`src/rtl/midi_pkg.sv`:
```
// Shared types and constants for the MIDI voice allocator.
package midi_pkg;

  localparam logic [3:0] ST_NOTE_OFF = 4'h8;
  localparam logic [3:0] ST_NOTE_ON = 4'h9;
  localparam logic [3:0] ST_CC = 4'hB;
  localparam logic [6:0] CC_ALL_NOTES_OFF = 7'd123;
  localparam logic [6:0] CC_ALL_SOUND_OFF = 7'd120;

  typedef enum logic [1:0] {
    CMD_NONE,
    CMD_ON,
    CMD_OFF,
    CMD_ALLOFF
  } cmd_e;

  typedef enum logic [1:0] {
    P_IDLE,
    P_DATA1,
    P_DATA2
  } pst_e;

  typedef enum logic [1:0] {
    E_IDLE,
    E_SCAN,
    E_COMMIT
  } est_e;

  typedef struct packed {
    logic       active;
    logic [6:0] note;
    logic [6:0] vel;
    logic [2:0] age;
  } slot_t;

  function automatic logic [15:0] rd_word(slot_t s);
    return {s.active, s.note, 1'b0, s.vel};
  endfunction

endpackage

```
`src/rtl/midi_parser.sv`:
```
// MIDI byte stream parser: running status, realtime filtering,
// emits a one-cycle {cmd, ch, key, val} strobe.
module midi_parser
  import midi_pkg::*;
#(
  parameter int NUM_CH = 16
) (
  input  logic       i_clk,
  input  logic       i_res,
  input  logic       i_rx_flg,
  input  logic [7:0] i_rx_data,
  output logic       o_vld,
  output cmd_e       o_cmd,
  output logic [3:0] o_ch,
  output logic [6:0] o_key,
  output logic [6:0] o_val,
  output logic       o_drop
);

  pst_e       st_q, st_d;
  logic       rs_vld_q, rs_vld_d;
  logic [3:0] rs_st_q, rs_st_d;
  logic [3:0] rs_ch_q, rs_ch_d;
  logic [6:0] key_q, key_d;
  logic [6:0] val_q, val_d;
  logic [3:0] ch_q, ch_d;
  cmd_e       cmd_q, cmd_d;
  logic       vld_q, vld_d;
  logic       drop_q, drop_d;
  logic       voice_st;

  assign voice_st = (i_rx_data[7:4] == ST_NOTE_ON)
                 || (i_rx_data[7:4] == ST_NOTE_OFF)
                 || (i_rx_data[7:4] == ST_CC);

  always_comb begin
    st_d = st_q;
    rs_vld_d = rs_vld_q;
    rs_st_d = rs_st_q;
    rs_ch_d = rs_ch_q;
    key_d = key_q;
    val_d = val_q;
    ch_d = ch_q;
    cmd_d = cmd_q;
    vld_d = 1'b0;
    drop_d = 1'b0;
    if (i_rx_flg) begin
      if (i_rx_data[7]) begin
        // Realtime bytes (F8-FF) pass through without touching state.
        if (i_rx_data[7:3] != 5'b11111) begin
          if (voice_st && int'(i_rx_data[3:0]) < NUM_CH) begin
            rs_vld_d = 1'b1;
            rs_st_d = i_rx_data[7:4];
            rs_ch_d = i_rx_data[3:0];
            st_d = P_DATA1;
          end else begin
            rs_vld_d = 1'b0;
            st_d = P_IDLE;
          end
        end
      end else begin
        unique case (st_q)
          P_IDLE: begin
            if (rs_vld_q) begin
              key_d = i_rx_data[6:0];
              st_d = P_DATA2;
            end else begin
              drop_d = 1'b1;
            end
          end
          P_DATA1: begin
            key_d = i_rx_data[6:0];
            st_d = P_DATA2;
          end
          P_DATA2: begin
            val_d = i_rx_data[6:0];
            ch_d = rs_ch_q;
            st_d = P_DATA1;
            cmd_d = CMD_NONE;
            case (rs_st_q)
              ST_NOTE_ON:
                cmd_d = (i_rx_data[6:0] != 7'd0) ? CMD_ON : CMD_OFF;
              ST_NOTE_OFF:
                cmd_d = CMD_OFF;
              ST_CC:
                if (key_q == CC_ALL_NOTES_OFF
                    || key_q == CC_ALL_SOUND_OFF)
                  cmd_d = CMD_ALLOFF;
              default: cmd_d = CMD_NONE;
            endcase
            vld_d = (cmd_d != CMD_NONE);
          end
          default: st_d = P_IDLE;
        endcase
      end
    end
  end

  always_ff @(posedge i_clk) begin
    if (i_res) begin
      st_q <= P_IDLE;
      rs_vld_q <= 1'b0;
      rs_st_q <= '0;
      rs_ch_q <= '0;
      key_q <= '0;
      val_q <= '0;
      ch_q <= '0;
      cmd_q <= CMD_NONE;
      vld_q <= 1'b0;
      drop_q <= 1'b0;
    end else begin
      st_q <= st_d;
      rs_vld_q <= rs_vld_d;
      rs_st_q <= rs_st_d;
      rs_ch_q <= rs_ch_d;
      key_q <= key_d;
      val_q <= val_d;
      ch_q <= ch_d;
      cmd_q <= cmd_d;
      vld_q <= vld_d;
      drop_q <= drop_d;
    end
  end

  assign o_vld = vld_q;
  assign o_cmd = cmd_q;
  assign o_ch = ch_q;
  assign o_key = key_q;
  assign o_val = val_q;
  assign o_drop = drop_q;

endmodule

```
`src/rtl/midi_voice_allocator.sv`:
```
// Polyphonic MIDI note table: per-channel slot scan, retrigger,
// oldest-voice stealing and All-Notes-Off, with a registered read port.
module midi_voice_allocator
  import midi_pkg::*;
#(
  parameter int NUM_CH = 16,
  parameter int VOICES = 4,
  parameter int STEAL_EN = 1,
  parameter int ADDR_W = $clog2(NUM_CH*VOICES)
) (
  input  logic              i_clk,
  input  logic              i_res,
  input  logic              i_rx_flg,
  input  logic [7:0]        i_rx_data,
  input  logic [ADDR_W-1:0] i_rdaddr,
  output logic [15:0]       o_rddata,
  output logic              o_busy,
  output logic              o_drop
);

  localparam int NSLOT = NUM_CH * VOICES;
  localparam int VW = (VOICES > 1) ? $clog2(VOICES) : 1;
  localparam logic [2:0] AGE_MAX = 3'(VOICES - 1);

  logic       p_vld;
  cmd_e       p_cmd;
  logic [3:0] p_ch;
  logic [6:0] p_key;
  logic [6:0] p_val;
  logic       p_drop;

  midi_parser #(.NUM_CH(NUM_CH)) u_parser (
    .i_clk    (i_clk),
    .i_res    (i_res),
    .i_rx_flg (i_rx_flg),
    .i_rx_data(i_rx_data),
    .o_vld    (p_vld),
    .o_cmd    (p_cmd),
    .o_ch     (p_ch),
    .o_key    (p_key),
    .o_val    (p_val),
    .o_drop   (p_drop)
  );

  est_e          st_q, st_d;
  cmd_e          cmd_q, cmd_d;
  logic [3:0]    ch_q, ch_d;
  logic [6:0]    key_q, key_d;
  logic [6:0]    val_q, val_d;
  logic [VW-1:0] idx_q, idx_d;
  logic          hit_q, hit_d, free_q, free_d, old_q, old_d;
  logic [VW-1:0] hit_i_q, hit_i_d, free_i_q, free_i_d;
  logic [VW-1:0] old_i_q, old_i_d;
  logic [2:0]    old_age_q, old_age_d;
  slot_t         tbl_q [NSLOT];
  slot_t         tbl_d [NSLOT];
  logic [15:0]   rd_q, rd_d;
  logic          busy_q, busy_d;
  logic          drop_q, drop_d;
  slot_t         cur;
  logic [VW-1:0] tgt;
  logic          on_ok;

  assign cur = tbl_q[ADDR_W'(int'(ch_q) * VOICES + int'(idx_q))];
  assign on_ok = hit_q || free_q || (STEAL_EN != 0 && old_q);
  assign tgt = hit_q ? hit_i_q : (free_q ? free_i_q : old_i_q);

  always_comb begin
    st_d = st_q;
    cmd_d = cmd_q;
    ch_d = ch_q;
    key_d = key_q;
    val_d = val_q;
    idx_d = idx_q;
    hit_d = hit_q;
    free_d = free_q;
    old_d = old_q;
    hit_i_d = hit_i_q;
    free_i_d = free_i_q;
    old_i_d = old_i_q;
    old_age_d = old_age_q;
    tbl_d = tbl_q;
    drop_d = p_drop;
    unique case (st_q)
      E_IDLE: begin
        if (p_vld) begin
          cmd_d = p_cmd;
          ch_d = p_ch;
          key_d = p_key;
          val_d = p_val;
          idx_d = '0;
          hit_d = 1'b0;
          free_d = 1'b0;
          old_d = 1'b0;
          old_age_d = '0;
          st_d = E_SCAN;
        end
      end
      E_SCAN: begin
        if (cur.active && cur.note == key_q && !hit_q) begin
          hit_d = 1'b1;
          hit_i_d = idx_q;
        end
        if (!cur.active && !free_q) begin
          free_d = 1'b1;
          free_i_d = idx_q;
        end
        // Strict compare keeps the lowest index on age ties.
        if (cur.active && (!old_q || cur.age > old_age_q)) begin
          old_d = 1'b1;
          old_i_d = idx_q;
          old_age_d = cur.age;
        end
        if (idx_q == VW'(VOICES - 1)) st_d = E_COMMIT;
        else idx_d = idx_q + VW'(1);
      end
      E_COMMIT: begin
        st_d = E_IDLE;
        if (cmd_q == CMD_ON && !on_ok) drop_d = 1'b1;
        for (int i = 0; i < VOICES; i++) begin
          unique case (cmd_q)
            CMD_ON: begin
              if (on_ok && VW'(i) == tgt) begin
                tbl_d[int'(ch_q)*VOICES+i] =
                  '{1'b1, key_q, val_q, 3'd0};
              end else if (on_ok
                           && tbl_q[int'(ch_q)*VOICES+i].active
                           && tbl_q[int'(ch_q)*VOICES+i].age
                              < AGE_MAX) begin
                tbl_d[int'(ch_q)*VOICES+i].age =
                  tbl_q[int'(ch_q)*VOICES+i].age + 3'd1;
              end
            end
            CMD_OFF: begin
              if (tbl_q[int'(ch_q)*VOICES+i].active
                  && tbl_q[int'(ch_q)*VOICES+i].note == key_q) begin
                tbl_d[int'(ch_q)*VOICES+i].active = 1'b0;
                tbl_d[int'(ch_q)*VOICES+i].age = 3'd0;
              end
            end
            CMD_ALLOFF: begin
              tbl_d[int'(ch_q)*VOICES+i].active = 1'b0;
              tbl_d[int'(ch_q)*VOICES+i].age = 3'd0;
            end
            default: ;
          endcase
        end
      end
      default: st_d = E_IDLE;
    endcase
    if (p_vld && st_q != E_IDLE) drop_d = 1'b1;
    busy_d = (st_d != E_IDLE);
    rd_d = '0;
    if (int'(i_rdaddr) < NSLOT) rd_d = rd_word(tbl_q[i_rdaddr]);
  end

  always_ff @(posedge i_clk) begin
    if (i_res) begin
      st_q <= E_IDLE;
      cmd_q <= CMD_NONE;
      ch_q <= '0;
      key_q <= '0;
      val_q <= '0;
      idx_q <= '0;
      hit_q <= 1'b0;
      free_q <= 1'b0;
      old_q <= 1'b0;
      hit_i_q <= '0;
      free_i_q <= '0;
      old_i_q <= '0;
      old_age_q <= '0;
      tbl_q <= '{default: '0};
      rd_q <= '0;
      busy_q <= 1'b0;
      drop_q <= 1'b0;
    end else begin
      st_q <= st_d;
      cmd_q <= cmd_d;
      ch_q <= ch_d;
      key_q <= key_d;
      val_q <= val_d;
      idx_q <= idx_d;
      hit_q <= hit_d;
      free_q <= free_d;
      old_q <= old_d;
      hit_i_q <= hit_i_d;
      free_i_q <= free_i_d;
      old_i_q <= old_i_d;
      old_age_q <= old_age_d;
      tbl_q <= tbl_d;
      rd_q <= rd_d;
      busy_q <= busy_d;
      drop_q <= drop_d;
    end
  end

  assign o_rddata = rd_q;
  assign o_busy = busy_q;
  assign o_drop = drop_q;

endmodule
```
`config.mk`:
```
export PLATFORM = sky130hd
export DESIGN_NAME = midi_voice_allocator
export DESIGN_NICKNAME = d
export VERILOG_FILES = /design/src/rtl/midi_pkg.sv /design/src/rtl/midi_parser.sv /design/src/rtl/midi_voice_allocator.sv
export SDC_FILE = /design/constraint.sdc
export NUM_CORES = 2
export LEC_CHECK = 0
export BUFFER_PORTS_ARGS = -buffer_cell sky130_fd_sc_hd__buf_2
export CORE_AREA = 2 2 369 371
export DETAILED_ROUTE_END_ITERATION = 6
export DIE_AREA = 0 0 371 373
export SYNTH_ARGS = -nofsm -noshare
export SYNTH_HDL_FRONTEND = slang
export SYNTH_SLANG_ARGS = --single-unit
```
`constraint.sdc`:
```
create_clock -name i_clk -period 6.3 [get_ports i_clk]
set_clock_uncertainty 0.2 [all_clocks]
set_input_delay 0 -clock i_clk [delete_from_list [all_inputs] [get_ports i_clk]]
set_output_delay 0 -clock i_clk [all_outputs]
set_load 0.02 [all_outputs]
```
==> impl_metrics.env <==
export IMPL_status="finished with violations"
export IMPL_violations="DRC"
export IMPL_start_util_pct=47.7
export IMPL_fp_dieH_um=373
export IMPL_fin_hold_ws_ns=0.0213
export IMPL_setup_viol=0
export IMPL_grt_max_degree=215
export IMPL_antenna_found_initial=31
export IMPL_drive_gt1_share_pct=18.0
export IMPL_finalCritPeriodShare_pct=81.5
export IMPL_cts_inserted_buffers=141
export IMPL_drt_iter0_drc=10303
export IMPL_postCtsSetupBuffers=0
export IMPL_fp_dieW_um=371
export IMPL_grt_usage_pct=42.5
export IMPL_ys_ff_latch=1238
export IMPL_synth_edff_count=0
export IMPL_die_area_um2=138000
export IMPL_wl_per_cell_um=34.7
export IMPL_critPathKind="register to register"
export IMPL_gp_congestion=1.06
export IMPL_fmax_mhz=195
export IMPL_fin_crit_ns=5.14
export IMPL_ys_seq_area_share_pct=38.6
export IMPL_pin_count=35
export IMPL_met3_length_um=41200
export IMPL_arrival_ns=5.64
export IMPL_syn_area_per_cell_um2=9.17
export IMPL_cts_buffer_depth=3
export IMPL_placedCellCount=8313
export IMPL_cpPeakStageDelay_ns=0.90
export IMPL_fin_nets=6736
export IMPL_p_leak_uw=0.0218
export IMPL_wl_met1_um=109000
export IMPL_crit_fanout=42
export IMPL_grt_pass1_vias=55151
export IMPL_worst_pin_slew_ns=1.35
export IMPL_top_layer="met5"
export IMPL_rows=135
export IMPL_slowest_stage="dfxtp_4"
export IMPL_clk_pin_slew_worst_paths_ns=0.06
export IMPL_synthArstFlopShare_pct=0
export IMPL_vdd_drop_max_mv=0.245
export IMPL_wl_met2_um=124000
export IMPL_routed_wl_um=299000
export IMPL_grt_ovfl_total=0
export IMPL_vias_per_cell=6.96
export IMPL_cts_tree="yes"
export IMPL_cp_start_kind="register"
export IMPL_htreeDepth=4
export IMPL_core_region_area_um2=135000
export IMPL_rsz0062_at_grt="no"
export IMPL_path_buf_inv=3
export IMPL_clkLatencyLatePin_ns=0.83
export IMPL_port_buffers=33
export IMPL_cpMostUsedCell="buf_4"
export IMPL_ys_types=88
export IMPL_cts_sinks=1238
export IMPL_dr_total_vias=59912
export IMPL_yosys_warnings=0
export IMPL_cp_required_ns=6.81
export IMPL_cts_root_buf="clkbuf_16"
export IMPL_powerDensity_nw_per_um2=238
export IMPL_drtAntennaViolNets=0
export IMPL_hold_viol_final=0
export IMPL_drc=1
export IMPL_netlist_area_um2=64200
export IMPL_crit_family="compound AO/OA/AOI/OAI gates"
export IMPL_relSlewSlack_pct=9.45
export IMPL_fin_cells=8606
export IMPL_crit_chain="buf_4, buf_12, mux4_2, a22o_1, a221oi_1, nand4_1, nor2_1, and2_0, buf_4, o21ai_0, a311oi_1"
export IMPL_tns_ns=0
export IMPL_dr_pass1_iters=7
export IMPL_synthToLayoutAreaGrowth_pct=10.5
export IMPL_cap_violations=0
export IMPL_synth_cells=6999
export IMPL_dp_hpwl_um=201000
export IMPL_drv_slew=0
export IMPL_grt_pass1_wl_um=422000
export IMPL_synth_fp_nets=7024
export IMPL_endpoint_kind="register"
export IMPL_min_path_type="input pin to register"
export IMPL_synth_main_ff_cell="dfxtp_1"
==> tightest hold or removal path: stages <==
cell and delay (ns):
buf_2 0.34, mux4_2 0.46, and2_1 0.16
==> cell usage in the layout, fill, tap and decap left out, types with 74 or more instances in the layout <==
cell and instances:
nor2_1 221, a21oi_1 1091, dfxtp_1 1217, a22oi_1 122
nand2_1 2079, clkbuf_16 142, mux4_2 666, o21ai_0 95
buf_4 177, a211oi_1 83, a22o_1 74
==> what timing repair did <==
action | 4_1_cts | 5_1_grt
endpoints found under the hold margin | 331 | 0
gates resized for setup | 0 | 0
hold buffers | 36 | 0
==> cell usage after synthesis (all sizes together), types with 13 or more instances <==
master  count  area [um^2]
a211oi     83          623
a21oi    1091         5460
a22o       74          648
a22oi     123          928
a311oi     23          201
a31oi      29          181
a32o       13          130
and2       38          238
and3       21          131
buf       171          968
clkbuf    524         1970
dfxtp    1238        24800
inv        24         90.1
mux2i      37          370
mux4      674        15200
nand2    2082         7820
nand3      64          320
nand4      15         93.8
nor2      265         1000
nor2b      27          169
nor3       40          215
o211ai     15          113
o21ai      96          480
o31ai      23          178
xnor2      15          131
==> power breakdown <==
part,switching [uW],internal (uW)
registers,4.90,7830
clock network,3650,4970
logic,299,124
==> routing by layer <==
layer	global-route usage, %	up-vias
li1	-	24564
met1	55.6	29521
met2	59.0	4718
met3	14.7	1067
met4	28.6	42
met5	0	-
==> metrics by stage <==
| step | utilization [%] | setup slack, ns | cell area, um^2 | power [uW] |
|---|---|---|---|---|
| after detailed placement | 48.8 | 1.27 | 65700 | 8410 |
| after global routing | 52.7 | 0.958 | 70900 | 17200 |
| final | 52.7 | 1.16 | 70900 | 16900 |
| after floorplan | - | 1.62 | 64200 | 8300 |
| after global placement | 48.8 | 1.34 | 65700 | 8410 |
| after CTS | 52.7 | 1.25 | 70900 | 16900 |
==> logic make-up after synthesis <==
| group | share of synthesized area [%] |
|---|---|
| other | 0.00584 |
| buffers and inverters | 4.72 |
| multiplexers | 24.4 |
| flip-flops | 38.6 |
| AO/OA/AOI/OAI | 15.4 |
| XOR/XNOR | 0.300 |
| adder cells (fa/ha/maj) | 0.156 |
| AND/OR/NAND/NOR | 16.5 |
==> worst paths after layout <==
path         depth (start not counted)  slack, ns               from     endpoint
max                                 11       1.16            ch_q[1]   tbl_q[793]
min                                  3       0.02        i_rdaddr[4]  o_rddata[0]
max reg2reg                         11       1.16            ch_q[1]   tbl_q[793]
min reg2reg                          2       0.24  u_parser.o_val[5]     val_q[5]
==> area by class of cell <==
cell class                 instances  area [um^2]
antenna                            6         15.0
clock buffer                     203         4080
clock inverter                    48          702
fill                           12211        63700
inverter                          25         93.8
multi-input combinational       5041        36700
sequential                      1238        24800
tap                             1781         2230
timing repair buffer             264         2270
==> registers in the layout, summed over array words and instances (netlist names), 4 cells and up <==
| name | count |
|---|---|
| u_parser.o_val | 7 |
| ch_q | 4 |
| u_parser.rs_st_q | 4 |
| u_parser.o_key | 7 |
| key_q | 7 |
| tbl_q | 1152 |
| val_q | 7 |
| o_rddata | 15 |
| u_parser.rs_ch_q | 4 |
| u_parser.o_ch | 4 |
(Power assumes the default switching activity.)
